<file path="src/rtl/hazard_resolver_mlane_if.sv">
// Signal bundle between issue-stage hazard detectors and the multi-lane hazard resolver.
// The master side drives detector inputs; the slave side (resolver) drives pipeline controls.
interface hazard_resolver_mlane_if #(
    parameter int unsigned LANES = 2
);
    logic [LANES-1:0] data_haz;
    logic [LANES-1:0] fwd_ok;
    logic             str_haz;
    logic             ctrl_haz;
    logic             br_resolved;
    logic             br_correct;
    logic [LANES-1:0] lane_stall;
    logic [LANES-1:0] fwd_sel;
    logic             flush_o;
    logic             tmo_o;
    logic [2:0]       state_o;
    logic [15:0]      stall_cnt;
    logic [7:0]       flush_cnt;

    modport master (
        output data_haz, fwd_ok, str_haz, ctrl_haz, br_resolved, br_correct,
        input  lane_stall, fwd_sel, flush_o, tmo_o, state_o, stall_cnt, flush_cnt
    );

    modport slave (
        input  data_haz, fwd_ok, str_haz, ctrl_haz, br_resolved, br_correct,
        output lane_stall, fwd_sel, flush_o, tmo_o, state_o, stall_cnt, flush_cnt
    );
endinterface

</file>
<file path="src/rtl/hazard_resolver_mlane.sv">
// Multi-lane hazard resolver: per-lane stall/forward selects and global flush for an in-order
// issue group, with branch-resolve timeout, data-stall cap and saturating perf counters.
module hazard_resolver_mlane #(
    parameter int unsigned LANES     = 2,
    parameter int unsigned STALL_MAX = 4,
    parameter int unsigned BR_TMO    = 8,
    parameter int unsigned FLUSH_CYC = 1
) (
    input logic                    clk,
    input logic                    rst,
    hazard_resolver_mlane_if.slave bus
);
    localparam int unsigned MaxAb  = (STALL_MAX > BR_TMO) ? STALL_MAX : BR_TMO;
    localparam int unsigned MaxCyc = (MaxAb > FLUSH_CYC) ? MaxAb : FLUSH_CYC;
    localparam int unsigned TmrW   = $clog2(MaxCyc + 1);

    localparam logic [TmrW-1:0]  BrLast    = TmrW'(BR_TMO - 1);
    localparam logic [TmrW-1:0]  StallLast = TmrW'(STALL_MAX - 1);
    localparam logic [TmrW-1:0]  FlushLast = TmrW'(FLUSH_CYC - 1);
    localparam logic [LANES-1:0] LaneOne   = LANES'(1);

    typedef enum logic [2:0] {
        StIdle   = 3'd0,
        StCwait  = 3'd1,
        StDstall = 3'd2,
        StSstall = 3'd3,
        StFlush  = 3'd4
    } state_e;

    state_e           state_q, state_d;
    logic [TmrW-1:0]  tmr_q, tmr_d;
    logic [LANES-1:0] stall_q, stall_d;
    logic [LANES-1:0] fwd_q, fwd_d;
    logic             flush_q, flush_d;
    logic             tmo_q, tmo_d;
    logic [15:0]      stall_cnt_q, stall_cnt_d;
    logic [7:0]       flush_cnt_q, flush_cnt_d;

    logic             mis, ok, pend, restart;
    logic [LANES-1:0] u, u_low, stall_mask;

    always_comb begin
        mis  = bus.ctrl_haz & bus.br_resolved & ~bus.br_correct;
        ok   = bus.ctrl_haz & bus.br_resolved & bus.br_correct;
        pend = bus.ctrl_haz & ~bus.br_resolved;
        u    = bus.data_haz & ~bus.fwd_ok;
        // Isolate the oldest stalled lane; every lane from there upward must hold.
        u_low      = u & (~u + LaneOne);
        stall_mask = ~(u_low - LaneOne);
    end

    always_comb begin
        state_d = state_q;
        restart = 1'b0;
        fwd_d   = '0;
        tmo_d   = 1'b0;
        stall_d = '0;
        flush_d = 1'b0;

        unique case (state_q)
            StIdle: begin
                if (mis)            state_d = StFlush;
                else if (pend)      state_d = StCwait;
                else if (|u)        state_d = StDstall;
                else if (bus.str_haz) state_d = StSstall;
                else                fwd_d = bus.data_haz & bus.fwd_ok;
            end
            StCwait: begin
                if (mis)                           state_d = StFlush;
                else if (ok || !bus.ctrl_haz)      state_d = StIdle;
                else if (tmr_q == BrLast) begin
                    state_d = StFlush;
                    tmo_d   = 1'b1;
                end
            end
            StDstall: begin
                if (mis)       state_d = StFlush;
                else if (pend) state_d = StCwait;
                else if (u == '0) state_d = bus.str_haz ? StSstall : StIdle;
                else if (tmr_q == StallLast) begin
                    state_d = StIdle;
                    tmo_d   = 1'b1;
                    fwd_d   = bus.data_haz;
                end
            end
            StSstall: begin
                if (mis)               state_d = StFlush;
                else if (pend)         state_d = StCwait;
                else if (!bus.str_haz) state_d = (|u) ? StDstall : StIdle;
            end
            StFlush: begin
                if (mis)                     restart = 1'b1;
                else if (tmr_q == FlushLast) state_d = StIdle;
            end
            default: state_d = StIdle;
        endcase

        if ((state_d != state_q) || restart) tmr_d = '0;
        else if (&tmr_q)                     tmr_d = tmr_q;
        else                                 tmr_d = tmr_q + TmrW'(1);

        case (state_d)
            StCwait, StSstall: stall_d = '1;
            StDstall:          stall_d = stall_mask;
            StFlush:           flush_d = 1'b1;
            default:           stall_d = '0;
        endcase

        stall_cnt_d = stall_cnt_q;
        if ((|stall_d) && (stall_cnt_q != 16'hFFFF)) stall_cnt_d = stall_cnt_q + 16'd1;

        flush_cnt_d = flush_cnt_q;
        if (((state_d == StFlush) && (state_q != StFlush)) || restart) begin
            if (flush_cnt_q != 8'hFF) flush_cnt_d = flush_cnt_q + 8'd1;
        end
    end

    always_ff @(posedge clk) begin
        if (rst) begin
            state_q     <= StIdle;
            tmr_q       <= '0;
            stall_q     <= '0;
            fwd_q       <= '0;
            flush_q     <= 1'b0;
            tmo_q       <= 1'b0;
            stall_cnt_q <= '0;
            flush_cnt_q <= '0;
        end else begin
            state_q     <= state_d;
            tmr_q       <= tmr_d;
            stall_q     <= stall_d;
            fwd_q       <= fwd_d;
            flush_q     <= flush_d;
            tmo_q       <= tmo_d;
            stall_cnt_q <= stall_cnt_d;
            flush_cnt_q <= flush_cnt_d;
        end
    end

    assign bus.lane_stall = stall_q;
    assign bus.fwd_sel    = fwd_q;
    assign bus.flush_o    = flush_q;
    assign bus.tmo_o      = tmo_q;
    assign bus.state_o    = state_q;
    assign bus.stall_cnt  = stall_cnt_q;
    assign bus.flush_cnt  = flush_cnt_q;
endmodule
</file>
<file path="src/flat_wrapper.sv">
// flat-port wrapper written by rule: the top's interface ports become plain ports
module hazard_resolver_mlane_flat 
#(
    parameter int unsigned LANES     = 2,
    parameter int unsigned STALL_MAX = 4,
    parameter int unsigned BR_TMO    = 8,
    parameter int unsigned FLUSH_CYC = 1
)
  (clk, rst, bus_data_haz, bus_fwd_ok, bus_str_haz, bus_ctrl_haz, bus_br_resolved, bus_br_correct, bus_lane_stall, bus_fwd_sel, bus_flush_o, bus_tmo_o, bus_state_o, bus_stall_cnt, bus_flush_cnt);
  hazard_resolver_mlane_if #(.LANES(LANES)) bus_i ();
  input logic clk;
  input logic rst;
  input wire logic [$bits(bus_i.data_haz)-1:0] bus_data_haz;
  input wire logic [$bits(bus_i.fwd_ok)-1:0] bus_fwd_ok;
  input wire logic [$bits(bus_i.str_haz)-1:0] bus_str_haz;
  input wire logic [$bits(bus_i.ctrl_haz)-1:0] bus_ctrl_haz;
  input wire logic [$bits(bus_i.br_resolved)-1:0] bus_br_resolved;
  input wire logic [$bits(bus_i.br_correct)-1:0] bus_br_correct;
  output wire logic [$bits(bus_i.lane_stall)-1:0] bus_lane_stall;
  output wire logic [$bits(bus_i.fwd_sel)-1:0] bus_fwd_sel;
  output wire logic [$bits(bus_i.flush_o)-1:0] bus_flush_o;
  output wire logic [$bits(bus_i.tmo_o)-1:0] bus_tmo_o;
  output wire logic [$bits(bus_i.state_o)-1:0] bus_state_o;
  output wire logic [$bits(bus_i.stall_cnt)-1:0] bus_stall_cnt;
  output wire logic [$bits(bus_i.flush_cnt)-1:0] bus_flush_cnt;
  assign bus_i.data_haz = bus_data_haz;
  assign bus_i.fwd_ok = bus_fwd_ok;
  assign bus_i.str_haz = bus_str_haz;
  assign bus_i.ctrl_haz = bus_ctrl_haz;
  assign bus_i.br_resolved = bus_br_resolved;
  assign bus_i.br_correct = bus_br_correct;
  assign bus_lane_stall = bus_i.lane_stall;
  assign bus_fwd_sel = bus_i.fwd_sel;
  assign bus_flush_o = bus_i.flush_o;
  assign bus_tmo_o = bus_i.tmo_o;
  assign bus_state_o = bus_i.state_o;
  assign bus_stall_cnt = bus_i.stall_cnt;
  assign bus_flush_cnt = bus_i.flush_cnt;
  hazard_resolver_mlane #(.LANES(LANES), .STALL_MAX(STALL_MAX), .BR_TMO(BR_TMO), .FLUSH_CYC(FLUSH_CYC)) u_core (.clk(clk), .rst(rst), .bus(bus_i));
endmodule
</file>
<file path="config.mk">
export PLATFORM = sky130hd
export DESIGN_NAME = hazard_resolver_mlane_flat
export DESIGN_NICKNAME = d
export VERILOG_FILES = /design/src/rtl/hazard_resolver_mlane_if.sv /design/src/rtl/hazard_resolver_mlane.sv /design/src/flat_wrapper.sv
export SDC_FILE = /design/constraint.sdc
export NUM_CORES = 1
export LEC_CHECK = 0
export CORE_MARGIN = 4
export CORE_UTILIZATION = 55
export DETAILED_ROUTE_END_ITERATION = 8
export PLACE_DENSITY = 0.89
export SYNTH_ARGS = -nofsm -noshare
export SYNTH_HDL_FRONTEND = slang
export SYNTH_SLANG_ARGS = --single-unit
</file>
<file path="constraint.sdc">
create_clock -name clk -period 3.8 [get_ports clk]
set_input_delay 0.76 -clock clk [delete_from_list [all_inputs] [get_ports clk]]
set_output_delay 0.76 -clock clk [all_outputs]
set_load 0.02 [all_outputs]
</file>
==> results by group, run 1 <==
Floorplan
  • Y dimension of the die: 69.4 um
  • Top Ports: 43
  • Number of placement rows: 22
  • Starting density of the core: 56.6%
  • Total die area: 0.00481 sq mm
  • Horizontal die dimension: 69.4 um
  • Core area: 0.00366 sq mm

GRT
  • GRT Overall Usage: 20.0%
  • First-pass GRT wire length: 7.99 mm
  • Remaining global-route overflow: 0
  • Antenna violations before repair: 0
  • Pin count of the biggest net entering global routing: 24
  • Via count of the first global-routing pass: 1706

Worst setup path
  • R2r endpoint: u_core.tmr_q[1]
  • Critical path endpoint category: flip-flop
  • Max FO, Critical Path: 17
  • Startpoint of the worst register-to-register path: u_core.tmr_q[0]
  • CP Launch Type: primary input
  • Worst Reg2Reg Path Length in Cells: 6
  • Critical path start-end classification: in -> reg
  • Critical Path RT: 3.97 ns
  • Register-to-register setup slack: 1.61 ns
  • Data arrival time of the critical path: 3.03 ns

Power
  • Relative contribution of the clock network to total power: 31.4%
  • Register share of total power: 51.1%
  • Power Density: 314 mW/mm^2
  • Comb power frac: 17.5%
  • Switching power: 0.222 mW
  • Cell leakage power: 0.936 nW
  • Net switching share of the total power: 27.2%
  • Internal Power: 0.595 mW
  • Largest voltage drop on the vdd net: 356 uV

Synthesis
  • Sequential-to-total area share from yosys stat: 35.7%
  • Count leader, synth: sky130_fd_sc_hd__dfxtp_1
  • Flip-flop and latch count after synthesis: 37
  • Synth area leader: sky130_fd_sc_hd__dfxtp_1
  • Net count of the mapped netlist: 257
  • Mapped cell area: 0.00207 sq mm
  • Count of synthesis-stage warnings from yosys: 0
  • Post-synth EDFFs: 0
  • Post-synth top cells: sky130_fd_sc_hd__dfxtp_1 (37), sky130_fd_sc_hd__nor2_1 (33), sky130_fd_sc_hd__nand2_1 (16)
  • Distinct cells, synth: 45
  • Synthesized area per cell: 8.53 sq um
  • Number of instances in the synthesized netlist: 243
  • Cell types with the largest area share after synthesis: sky130_fd_sc_hd__dfxtp_1 (36%), sky130_fd_sc_hd__mux2_2 (7.1%), sky130_fd_sc_hd__nor2_1 (6.0%), sky130_fd_sc_hd__a211oi_1 (4.3%), sky130_fd_sc_hd__nor2b_1 (4.2%)
  • Top-area cell type share of the netlist area: 35.7%
  • Post-synth top flop: sky130_fd_sc_hd__dfxtp_1
  • FFs w/ async S/R, synth: 0%

CTS
  • Master cell of the clock root buffer: sky130_fd_sc_hd__clkbuf_8
  • Number of gates given a new drive strength after cts: 0
  • Clock Latency Late Sink: 0.28 ns
  • Count of H-tree levels built during CTS: 2
  • CTS clock-pin slew for the worst setup and hold paths: 0.07 ns
  • CTS sink count: 37
  • Number of buffers added by the clock tree synthesis step: 5
  • Total of hold buffers inserted after clock tree synthesis: 0
  • Buffers inserted by post-CTS timing repair: 0
  • Worst-case clock buffer depth: 2
  • TritonCTS clock tree: done

Route
  • Mean routed wirelength per cell: 13.9 um
  • Final WL: 4.64 mm
  • Avg Vias per Cell: 5.72
  • Count of unresolved DRC violations after routing: 0
  • Detailed-router iteration count before antenna repair: 4
  • Post-detailed-route count of antenna-violating nets: 0
  • Number of DRC markers after the initial detailed-route iteration: 228
  • Total vias in the final route: 1912

Placed design
  • Port-buffer cells: 42
  • Final Wtd Congestion: 0.867
  • DP HPWL: 3.33 mm
  • Placed instance area: 0.00252 sq mm

Final layout
  • Design area: 0.00261 sq mm
  • Number of nets in the layout: 299
  • Count of inserted antenna diode cells: 0
  • Post-synthesis to final-layout area growth: 25.7%
  • Share of cells above drive strength 1: 9.09%

Min path
  • Origin of the worst min-delay path: u_core.bus.stall_cnt[12]
  • Worst hold endpoint: u_core.bus.stall_cnt[12]
  • Hold Path Stages: 2
  • Worst hold path class: reg -> reg

STA
  • RSZ-0062 raised after global routing: no
  • Hold violation count in the final report: 0
  • Final Slew Violations: 0
  • Final setup TNS: 0 ns
  • Minimum period implied by the final worst setup slack: 2.85 ns
  • Maximum clock frequency: 350 MHz
  • Worst hold margin: 0.494 ns
  • Remaining max-slew budget at the tightest pin: 55.0%
  • Period Utilization, post-route: 75.1%
  • Final-report setup violation count: 0
  • Worst setup skew after layout: 0.00574 ns
  • Worst Tran Pin Value: 0.674 ns

Flow run
  • MaxCap Viol Count: 0

Outcome
  • Run status: finished, final reports clean
flip-flops by register name, summed over array words and instances (netlist names):
name / count
u_core.bus.tmo_o: 1
u_core.bus.lane_stall: 2
u_core.bus.flush_o: 1
u_core.bus.state_o: 3
u_core.bus.fwd_sel: 2
u_core.bus.stall_cnt: 16
u_core.tmr_q: 4
u_core.bus.flush_cnt: 8
placed cells by master, fill, tap and decap left out, drive strengths merged, types with 2 or more instances in the layout:
master | netlist | final
xnor2 | 7 | 7
clkdlybuf4s50 | 0 | 42
nand4 | 5 | 5
clkbuf | 5 | 8
a2111oi | 2 | 2
and2 | 2 | 2
nand3 | 12 | 12
nor2b | 14 | 14
mux2i | 3 | 3
nand2b | 5 | 5
a21oi | 12 | 12
o31a | 2 | 2
a211o | 4 | 4
buf | 5 | 3
and4 | 2 | 2
nor3b | 2 | 2
o21ai | 5 | 5
inv | 9 | 9
and3b | 2 | 2
ha | 4 | 4
nor4 | 2 | 2
nor2 | 33 | 33
nor3 | 4 | 4
a211oi | 12 | 12
mux2 | 13 | 13
nand2 | 16 | 16
o2111ai | 5 | 5
dfxtp | 37 | 37
and3 | 4 | 4
critical path, cell delays in order:
cell	delay [ns]
sky130_fd_sc_hd__clkdlybuf4s50_1	0.51
sky130_fd_sc_hd__nor2b_1	0.29
sky130_fd_sc_hd__or3_1	0.21
sky130_fd_sc_hd__o2111ai_1	0.24
sky130_fd_sc_hd__buf_4	0.29
sky130_fd_sc_hd__a211oi_1	0.33
sky130_fd_sc_hd__mux2_2	0.40
metal layers:
| metal | vias to the layer above | track usage, % | wire length (um) |
|---|---|---|---|
| met5 | - | 0 | 0 |
| met4 | 0 | 8.03 | 89 |
| met3 | 8 | 6.09 | 280 |
| met2 | 58 | 30.8 | 2100 |
| met1 | 874 | 26.0 | 2170 |
| li1 | 972 | - | - |
cell type report:
type	count	area [sq um]
well taps	48	60.1
repair buffers	45	443
multi-input cells	187	1250
clock buffers	8	80.1
inverters	9	33.8
fillers	289	1060
flip-flops and latches	37	741
cell families (layout without fill, tap and decap cells):
family	count (synthesis)	after routing	synth area share [%]
AOI/OAI and AO/OA	52	52	19.4
xor gates and xnor gates	7	7	2.96
adders and majority gates	4	4	2.42
buffers and inverters	19	62	4.05
DFF	37	37	35.7
muxes	16	16	8.51
and+or+nand+nor	108	108	26.9
how the worst max path moves through the flow:
stage / from / depth (start not counted) / endpoint
6_report: bus_data_haz[0] / 7 / u_core.bus.stall_cnt[3]
5_1_grt: bus_data_haz[0] / 7 / u_core.bus.stall_cnt[3]
4_1_cts: bus_data_haz[0] / 7 / u_core.bus.stall_cnt[3]
3_5_place_dp: bus_data_haz[0] / 7 / u_core.bus.stall_cnt[3]
3_3_place_gp: bus_data_haz[0] / 7 / u_core.bus.stall_cnt[5]
2_1_floorplan: bus_data_haz[0] / 6 / u_core.bus.stall_cnt[13]
power groups by stage:
stage | Clock (mW) | Sequential (mW) | Combinational (mW)
after CTS | 0.260 | 0.417 | 0.143
after global routing | 0.275 | 0.419 | 0.159
after global placement | 0 | 0.425 | 0.140
after detailed placement | 0 | 0.425 | 0.142
final | 0.256 | 0.417 | 0.143
after floorplan | 0 | 0.435 | 0.0828
stage by stage:
step	power [mW]	instances	setup WS, ns	util [%]
2_1_floorplan	0.518	243	1.50	-
3_3_place_gp	0.565	326	0.913	69.0
3_5_place_dp	0.568	326	0.811	69.0
4_1_cts	0.819	334	0.995	71.2
5_1_grt	0.854	334	0.853	71.2
6_report	0.817	334	0.945	71.2
(Power assumes the default switching activity.)
==> run 2: changes to the inputs <==
CORE_UTILIZATION = 46   (was 55)
PLACE_DENSITY = 0.8   (was 0.89)
clock period = 2.33 ns   (was 3.8 ns; I/O delays follow)
==> run 2 against run 1 <==
Against the previous run:
- register-to-register slack got worse by 1.4 ns
- sequential share of layout area down 1.4 points
- worst setup slack worse by 0.90 ns
- critical path depth fell by 1
- combinational power up 91%
- via count is 4.5% higher
- clock-buffer cell count fell by 2
- worst hold slack improved by 0.0093 ns
- die area increased by 17%
- core utilization decreased by 8.2 points
- critical endpoint is now u_core.bus.stall_cnt[13]
- largest cell class unchanged
- largest power group unchanged
- highest routed layer unchanged
==> results by group, run 2 (synthesized netlist as in run 1, its figures left out) <==
Route
  • Detailed-router iteration count before antenna repair: 4 (unchanged)
  • Count of unresolved DRC violations after routing: 0 (unchanged)
  • Avg Vias per Cell: 5.71 (was 5.72)
  • Total vias in the final route: 1998 (was 1912)
  • Post-detailed-route count of antenna-violating nets: 0 (unchanged)
  • Mean routed wirelength per cell: 14.7 um (was 13.9 um)
  • Number of DRC markers after the initial detailed-route iteration: 152 (was 228)
  • Final WL: 5.13 mm (was 4.64 mm)

Final layout
  • Filler instances: 345 (was 289)
  • Share of cells above drive strength 1: 14.8% (was 9.09%)
  • Design area: 0.00274 sq mm (was 0.00261 sq mm)
  • Most frequent cells in the layout: sky130_fd_sc_hd__clkdlybuf4s50_1 (41), sky130_fd_sc_hd__dfxtp_1 (37), sky130_fd_sc_hd__nor2_1 (33) (was sky130_fd_sc_hd__clkdlybuf4s50_1 (42), sky130_fd_sc_hd__dfxtp_1 (37), sky130_fd_sc_hd__nor2_1 (33))
  • Number of flip-flops under the largest register name: 16 (unchanged)
  • Commonest non-fill, non-tap cell in the layout: sky130_fd_sc_hd__clkdlybuf4s50_1 (unchanged)
  • Final std cells w/o fill: 350 (was 334)
  • Post-synthesis to final-layout area growth: 32.3% (was 25.7%)
  • Number of nets in the layout: 311 (was 299)
  • Count of inserted antenna diode cells: 0 (unchanged)

Worst setup path
  • Worst path cell trace: clkdlybuf4s50_1 -> nor2b_2 -> o221a_1 -> o32a_2 -> a211oi_1 -> mux2_2 (was clkdlybuf4s50_1 -> nor2b_1 -> or3_1 -> o2111ai_1 -> buf_4 -> a211oi_1 -> mux2_2)
  • Critical path endpoint category: flip-flop (unchanged)
  • Cell with the biggest individual delay on the critical path: sky130_fd_sc_hd__o32a_2 (was sky130_fd_sc_hd__clkdlybuf4s50_1)
  • Cell family with most CP delay: compound AO/OA/AOI/OAI gates (was buffers and inverters)
  • Max FO, Critical Path: 5 (was 17)
  • Count of buffering cells on the critical path with inverters included: 1 (was 2)
  • Critical path's largest stage delay: 0.48 ns (was 0.51 ns)
  • Data arrival time of the critical path: 2.47 ns (was 3.03 ns)
  • Critical path start-end classification: in -> reg (unchanged)
  • CP Launch Type: primary input (unchanged)
  • Critical Path RT: 2.52 ns (was 3.97 ns)

Power
  • Power Density: 508 mW/mm^2 (was 314 mW/mm^2)
  • Cell leakage power: 1.01 nW (was 0.936 nW)
  • Largest voltage drop on the vdd net: 312 uV (was 356 uV)

CTS
  • Total of hold buffers inserted after clock tree synthesis: 0 (unchanged)
  • Clock Latency Late Sink: 0.29 ns (was 0.28 ns)
  • Worst-case clock buffer depth: 2 (unchanged)
  • Number of buffers added by the clock tree synthesis step: 5 (unchanged)
  • TritonCTS clock tree: done (unchanged)
  • CTS sink count: 37 (unchanged)
  • Master cell of the clock root buffer: sky130_fd_sc_hd__clkbuf_8 (unchanged)
  • CTS clock-pin slew for the worst setup and hold paths: 0.08 ns (was 0.07 ns)
  • Count of H-tree levels built during CTS: 2 (unchanged)

STA
  • Period Utilization, post-route: 97.9%
  • Hold violation count in the final report: 0 (unchanged)
  • Final-report setup violation count: 0 (unchanged)
  • Final critical-path setup slack: 0.0479 ns (was 0.945 ns)
  • RSZ-0062 raised after global routing: yes (was no)
  • Worst Tran Pin Value: 0.480 ns (was 0.674 ns)
  • Minimum period implied by the final worst setup slack: 2.28 ns
  • Remaining max-slew budget at the tightest pin: 67.9% (was 55.0%)
  • Maximum clock frequency: 438 MHz
  • Final Slew Violations: 0 (unchanged)
  • Worst setup skew after layout: 0.00814 ns (was 0.00574 ns)

GRT
  • First-pass GRT wire length: 8.18 mm (was 7.99 mm)
  • Via count of the first global-routing pass: 1796 (was 1706)
  • Remaining global-route overflow: 0 (unchanged)
  • GRT Overall Usage: 18.5% (was 20.0%)
  • Pin count of the biggest net entering global routing: 26 (was 24)
  • Antenna violations before repair: 0 (unchanged)

Floorplan
  • Starting density of the core: 47.6% (was 56.6%)
  • Number of placement rows: 24 (was 22)
  • Core area: 0.00435 sq mm (was 0.00366 sq mm)
  • Horizontal die dimension: 75.1 um (was 69.4 um)
  • Top Ports: 43 (unchanged)
  • Total die area: 0.00564 sq mm (was 0.00481 sq mm)
  • Y dimension of the die: 75.1 um (was 69.4 um)

Placed design
  • Number of cells after detailed placement: 340 (was 326)
  • Placed instance area: 0.00262 sq mm (was 0.00252 sq mm)
  • Worst slack, placed: -0.303 ns (was 0.811 ns)
  • DP HPWL: 3.51 mm (was 3.33 mm)
  • Port-buffer cells: 42 (unchanged)
  • Final Wtd Congestion: 0.855 (was 0.867)

Outcome
  • Run status: finished, final reports clean (unchanged)

Flow run
  • MaxCap Viol Count: 0 (unchanged)

Min path
  • Worst hold path class: reg -> reg (unchanged)
==> run 2: cell types whose count changed in the layout (fill, tap and decap cells not counted), sizes merged <==
| cell | delta |
|---|---|
| clkbuf | -2 |
| buf | +10 |
| dlymetal6s2s | +1 |
| o32a | +2 |
| clkdlybuf4s50 | -1 |
| clkinv | +2 |
==> run 2: worst min-delay path, stage by stage, from the launching register on <==
cell and delay (ns):
sky130_fd_sc_hd__dfxtp_1 0.34, sky130_fd_sc_hd__inv_1 0.07, sky130_fd_sc_hd__a221oi_2 0.05
==> run 2: power breakdown <==
group	leakage (nW)	internal (mW)	total, mW	switching [mW]
Clock	0.0450	0.207	0.440	0.232
Combinational	0.667	0.128	0.273	0.145
Sequential	0.300	0.653	0.678	0.0251
==> run 2: area by class of cell <==
type | instances | area (sq um) | area share (%)
Clock inverter | 2 | 10.0 | 0.365
Timing Repair Buffer | 55 | 533 | 19.4
Clock buffer | 6 | 72.6 | 2.65
Inverter | 9 | 33.8 | 1.23
Tap cell | 52 | 65.1 | 2.37
Multi-Input combinational cell | 189 | 1290 | 46.9
Sequential cell | 37 | 741 | 27.0
==> run 2: path summary, 6_finish.rpt <==
kind / from / depth (start not counted) / end / slack [ns]
max: bus_data_haz[1] / 6 / u_core.bus.stall_cnt[13] / 0.05
min: u_core.bus.stall_cnt[12] / 2 / u_core.bus.stall_cnt[12] / 0.50
max reg2reg: u_core.bus.stall_cnt[0] / 6 / u_core.bus.stall_cnt[0] / 0.23
min reg2reg: u_core.bus.stall_cnt[12] / 2 / u_core.bus.stall_cnt[12] / 0.50
==> run 2: per-layer routing <==
layer	GRT usage [%]	wire, um	vias up
li1	-	-	996
met4	6.13	85	0
met5	0	0	-
met3	4.81	335	11
met2	29.6	2350	62
met1	24.3	2350	929
==> run 2: timing repair <==
item,4_1_cts,5_1_grt
resized for setup,0,6
buffers inserted,0,0
endpoints found under the setup margin,0,8
==> run 2: through the flow <==
step | TNS (ns) | hold WS (ns) | utilization [%] | power, mW
5_1_grt | -0.0783 | 0.543 | 63.0 | 1.45
3_5_place_dp | -3.14 | 0.485 | 60.1 | 0.951
3_3_place_gp | -2.44 | 0.482 | 60.1 | 0.944
6_report | 0 | 0.504 | 63.0 | 1.39
2_1_floorplan | 0 | 0.529 | - | 0.845
4_1_cts | 0 | 0.503 | 62.0 | 1.38
==> run 3: changes to the inputs <==
PLACE_DENSITY = not set   (was 0.8)
PLACE_DENSITY_LB_ADDON = 0.05   (was not set)
clock period = 1.9 ns   (was 2.33 ns; I/O delays follow)
==> run 3 against run 2 <==
Against the previous run:
- clock-buffer cell count rose by 1
- final cell count increased by 7.4%
- sequential share of layout area fell by 2.8 points
- cell area grew 12%
- clock power rose by 27%
- core utilization grew 7.8 points
- non-clock buffer count rose by 27
- die area did not move
- clock skew down 0.0051 ns
- first-iteration DRC count down 15%
- global-route usage is 3.3 points higher
- largest cell class unchanged
==> results by group, run 3 (synthesized netlist as in run 1, its figures left out) <==
Placed design
  • Final Wtd Congestion: 0.874 (was 0.855)
  • DP HPWL: 3.81 mm (was 3.51 mm)
  • Port-buffer cells: 42 (unchanged)
  • Placed instance area: 0.00282 sq mm (was 0.00262 sq mm)

Worst setup path
  • Critical path endpoint category: flip-flop (unchanged)
  • CP Launch Type: primary input (unchanged)
  • Critical path start-end classification: in -> reg (unchanged)
  • Data arrival time of the critical path: 2.07 ns (was 2.47 ns)
  • Startpoint of the worst register-to-register path: u_core.tmr_q[0] (was u_core.bus.stall_cnt[0])
  • Max FO, Critical Path: 6 (was 5)
  • Critical Path RT: 2.11 ns (was 2.52 ns)
  • R2r endpoint: u_core.tmr_q[2] (was u_core.bus.stall_cnt[0])
  • Worst Reg2Reg Path Length in Cells: 6 (unchanged)
  • Register-to-register setup slack: 0.05 ns (was 0.23 ns)

CTS
  • Clock Latency Late Sink: 0.29 ns (about the same)
  • Worst-case clock buffer depth: 2 (unchanged)
  • Master cell of the clock root buffer: sky130_fd_sc_hd__clkbuf_8 (unchanged)
  • CTS sink count: 37 (unchanged)
  • Count of H-tree levels built during CTS: 2 (unchanged)
  • TritonCTS clock tree: done (unchanged)
  • Number of buffers added by the clock tree synthesis step: 5 (unchanged)
  • CTS clock-pin slew for the worst setup and hold paths: 0.07 ns (was 0.08 ns)

GRT
  • Pin count of the biggest net entering global routing: 22 (was 26)
  • First-pass GRT wire length: 9.45 mm (was 8.18 mm)
  • GRT Overall Usage: 21.8% (was 18.5%)
  • Remaining global-route overflow: 0 (unchanged)
  • Antenna violations before repair: 0 (unchanged)
  • Via count of the first global-routing pass: 1948 (was 1796)

STA
  • Period Utilization, post-route: 98.0%
  • Final Slew Violations: 0 (unchanged)
  • RSZ-0062 raised after global routing: no (was yes)
  • Worst setup skew after layout: 0.00301 ns (was 0.00814 ns)
  • Minimum period implied by the final worst setup slack: 1.86 ns
  • Remaining max-slew budget at the tightest pin: 68.2% (was 67.9%)
  • Maximum clock frequency: 537 MHz
  • Final-report setup violation count: 0 (unchanged)
  • Worst Tran Pin Value: 0.476 ns (was 0.480 ns)
  • Hold violation count in the final report: 0 (unchanged)
  • Worst hold margin: 0.316 ns (was 0.504 ns)

Route
  • Detailed-router iteration count before antenna repair: 4 (unchanged)
  • Post-detailed-route count of antenna-violating nets: 0 (unchanged)
  • Final WL: 5.74 mm (was 5.13 mm)
  • Count of unresolved DRC violations after routing: 0 (unchanged)
  • Mean routed wirelength per cell: 15.3 um (was 14.7 um)
  • Avg Vias per Cell: 5.62 (was 5.71)
  • Number of DRC markers after the initial detailed-route iteration: 129 (was 152)
  • Total vias in the final route: 2113 (was 1998)

Power
  • Switching power: 0.519 mW (was 0.402 mW)
  • Net switching share of the total power: 28.5% (was 28.9%)
  • Internal Power: 1.30 mW (was 0.989 mW)
  • Largest voltage drop on the vdd net: 575 uV (was 312 uV)
  • Total power after layout: 1.82 mW (was 1.39 mW)
  • Comb power frac: 23.6% (was 19.7%)
  • Power Density: 591 mW/mm^2 (was 508 mW/mm^2)
  • Cell leakage power: 1.19 nW (was 1.01 nW)
  • Relative contribution of the clock network to total power: 30.8% (was 31.6%)
  • Register share of total power: 45.5% (was 48.7%)

Final layout
  • Commonest non-fill, non-tap cell in the layout: sky130_fd_sc_hd__buf_4 (was sky130_fd_sc_hd__clkdlybuf4s50_1)
  • Design area: 0.00308 sq mm (was 0.00274 sq mm)
  • Share of the core filled with cells: 70.8% (was 63.0%)
  • Number of flip-flops under the largest register name: 16 (unchanged)
  • Count of inserted antenna diode cells: 0 (unchanged)
  • Share of cells above drive strength 1: 31.2% (was 14.8%)
  • Most frequent cells in the layout: sky130_fd_sc_hd__buf_4 (37), sky130_fd_sc_hd__clkdlybuf4s50_1 (34), sky130_fd_sc_hd__nor2_1 (33), sky130_fd_sc_hd__dfxtp_1 (33), sky130_fd_sc_hd__nand2_1 (15) (was sky130_fd_sc_hd__clkdlybuf4s50_1 (41), sky130_fd_sc_hd__dfxtp_1 (37), sky130_fd_sc_hd__nor2_1 (33))
  • Number of nets in the layout: 338 (was 311)
  • Post-synthesis to final-layout area growth: 48.7% (was 32.3%)

Floorplan
  • Horizontal die dimension: 75.1 um (unchanged)
  • Core area: 0.00435 sq mm (unchanged)
  • Y dimension of the die: 75.1 um (unchanged)
  • Total die area: 0.00564 sq mm (unchanged)
  • Starting density of the core: 47.6% (unchanged)
  • Number of placement rows: 24 (unchanged)
  • Top Ports: 43 (unchanged)

Min path
  • Worst hold path class: in -> reg (was reg -> reg)
  • Origin of the worst min-delay path: bus_data_haz[1] (was u_core.bus.stall_cnt[12])
  • Hold Path Stages: 3 (was 2)
  • Worst hold endpoint: u_core.bus.fwd_sel[1] (was u_core.bus.stall_cnt[12])

Flow run
  • MaxCap Viol Count: 0 (unchanged)

Outcome
  • Run status: finished, final reports clean (unchanged)
## run 3: changes by cell type in the layout (fill, tap and decap cells not counted), sizes merged
| cell | previous run | this run |
|---|---|---|
| clkdlybuf4s50 | 41 | 34 |
| clkdlybuf4s15 | 0 | 1 |
| dlymetal6s2s | 1 | 0 |
| dlygate4sd2 | 0 | 2 |
| buf | 13 | 40 |
| clkinv | 2 | 0 |
| clkbuf | 6 | 12 |
## run 3: worst max-delay path: stages
cell and delay (ns):
sky130_fd_sc_hd__clkdlybuf4s15_1 0.24, sky130_fd_sc_hd__nor2b_4 0.07, sky130_fd_sc_hd__o221a_4 0.25, sky130_fd_sc_hd__o32a_4 0.45
sky130_fd_sc_hd__buf_6 0.14, sky130_fd_sc_hd__mux2_4 0.30, sky130_fd_sc_hd__a211oi_2 0.25
## run 3: layout make-up
class / instances / area [sq um]
clock buffers: 7 / 86.3
well taps: 52 / 65.1
fillers: 341 / 1270
inverters: 9 / 33.8
flip-flops and latches: 37 / 746
multi-input cells: 189 / 1440
repair buffers: 82 / 713
## run 3: power groups by stage
stage / clock network (mW) / registers, mW / logic [mW]
2_1_floorplan: 0 / 0.872 / 0.166
3_3_place_gp: 0 / 0.842 / 0.363
3_5_place_dp: 0 / 0.843 / 0.365
4_1_cts: 0.569 / 0.825 / 0.418
5_1_grt: 0.598 / 0.832 / 0.463
6_report: 0.561 / 0.829 / 0.430
## run 3: metal layers
| layer | routed length [um] | track usage (%) | vias up |
|---|---|---|---|
| met2 | 2500 | 32.1 | 62 |
| li1 | - | - | 1052 |
| met5 | 0 | 0 | - |
| met3 | 319 | 5.61 | 8 |
| met4 | 82 | 7.51 | 0 |
| met1 | 2840 | 30.8 | 991 |
## run 3: worst max-delay path by stage
stage / from / end / slack [ns]
2_1_floorplan: bus_data_haz[0] / u_core.bus.stall_cnt[13] / -0.02
3_3_place_gp: bus_data_haz[1] / u_core.bus.stall_cnt[9] / -0.49
3_5_place_dp: bus_data_haz[0] / u_core.tmr_q[2] / -0.52
4_1_cts: bus_data_haz[0] / u_core.tmr_q[2] / 0.007
5_1_grt: u_core.tmr_q[1] / u_core.tmr_q[2] / 0.005
6_report: bus_fwd_ok[1] / u_core.tmr_q[2] / 0.04
## run 3: what timing repair did
item | 4_1_cts | 5_1_grt
pin swaps | 5 | 6
endpoints found under the setup margin | 21 | 19
hold buffers | 0 | 0
setup buffers | 1 | 0
gates resized for setup | 34 | 24
cloned | 2 | 0
endpoints found under the hold margin | 0 | 0
## run 3: metrics by stage
step / setup TNS, ns / instances / setup slack (ns)
after floorplan: -0.0547 / 243 / -0.0182
after global placement: -12.07 / 366 / -0.491
after detailed placement: -12.37 / 366 / -0.519
after CTS: 0 / 376 / 0.00672
after global routing: 0 / 376 / 0.00498
final: 0 / 376 / 0.0382
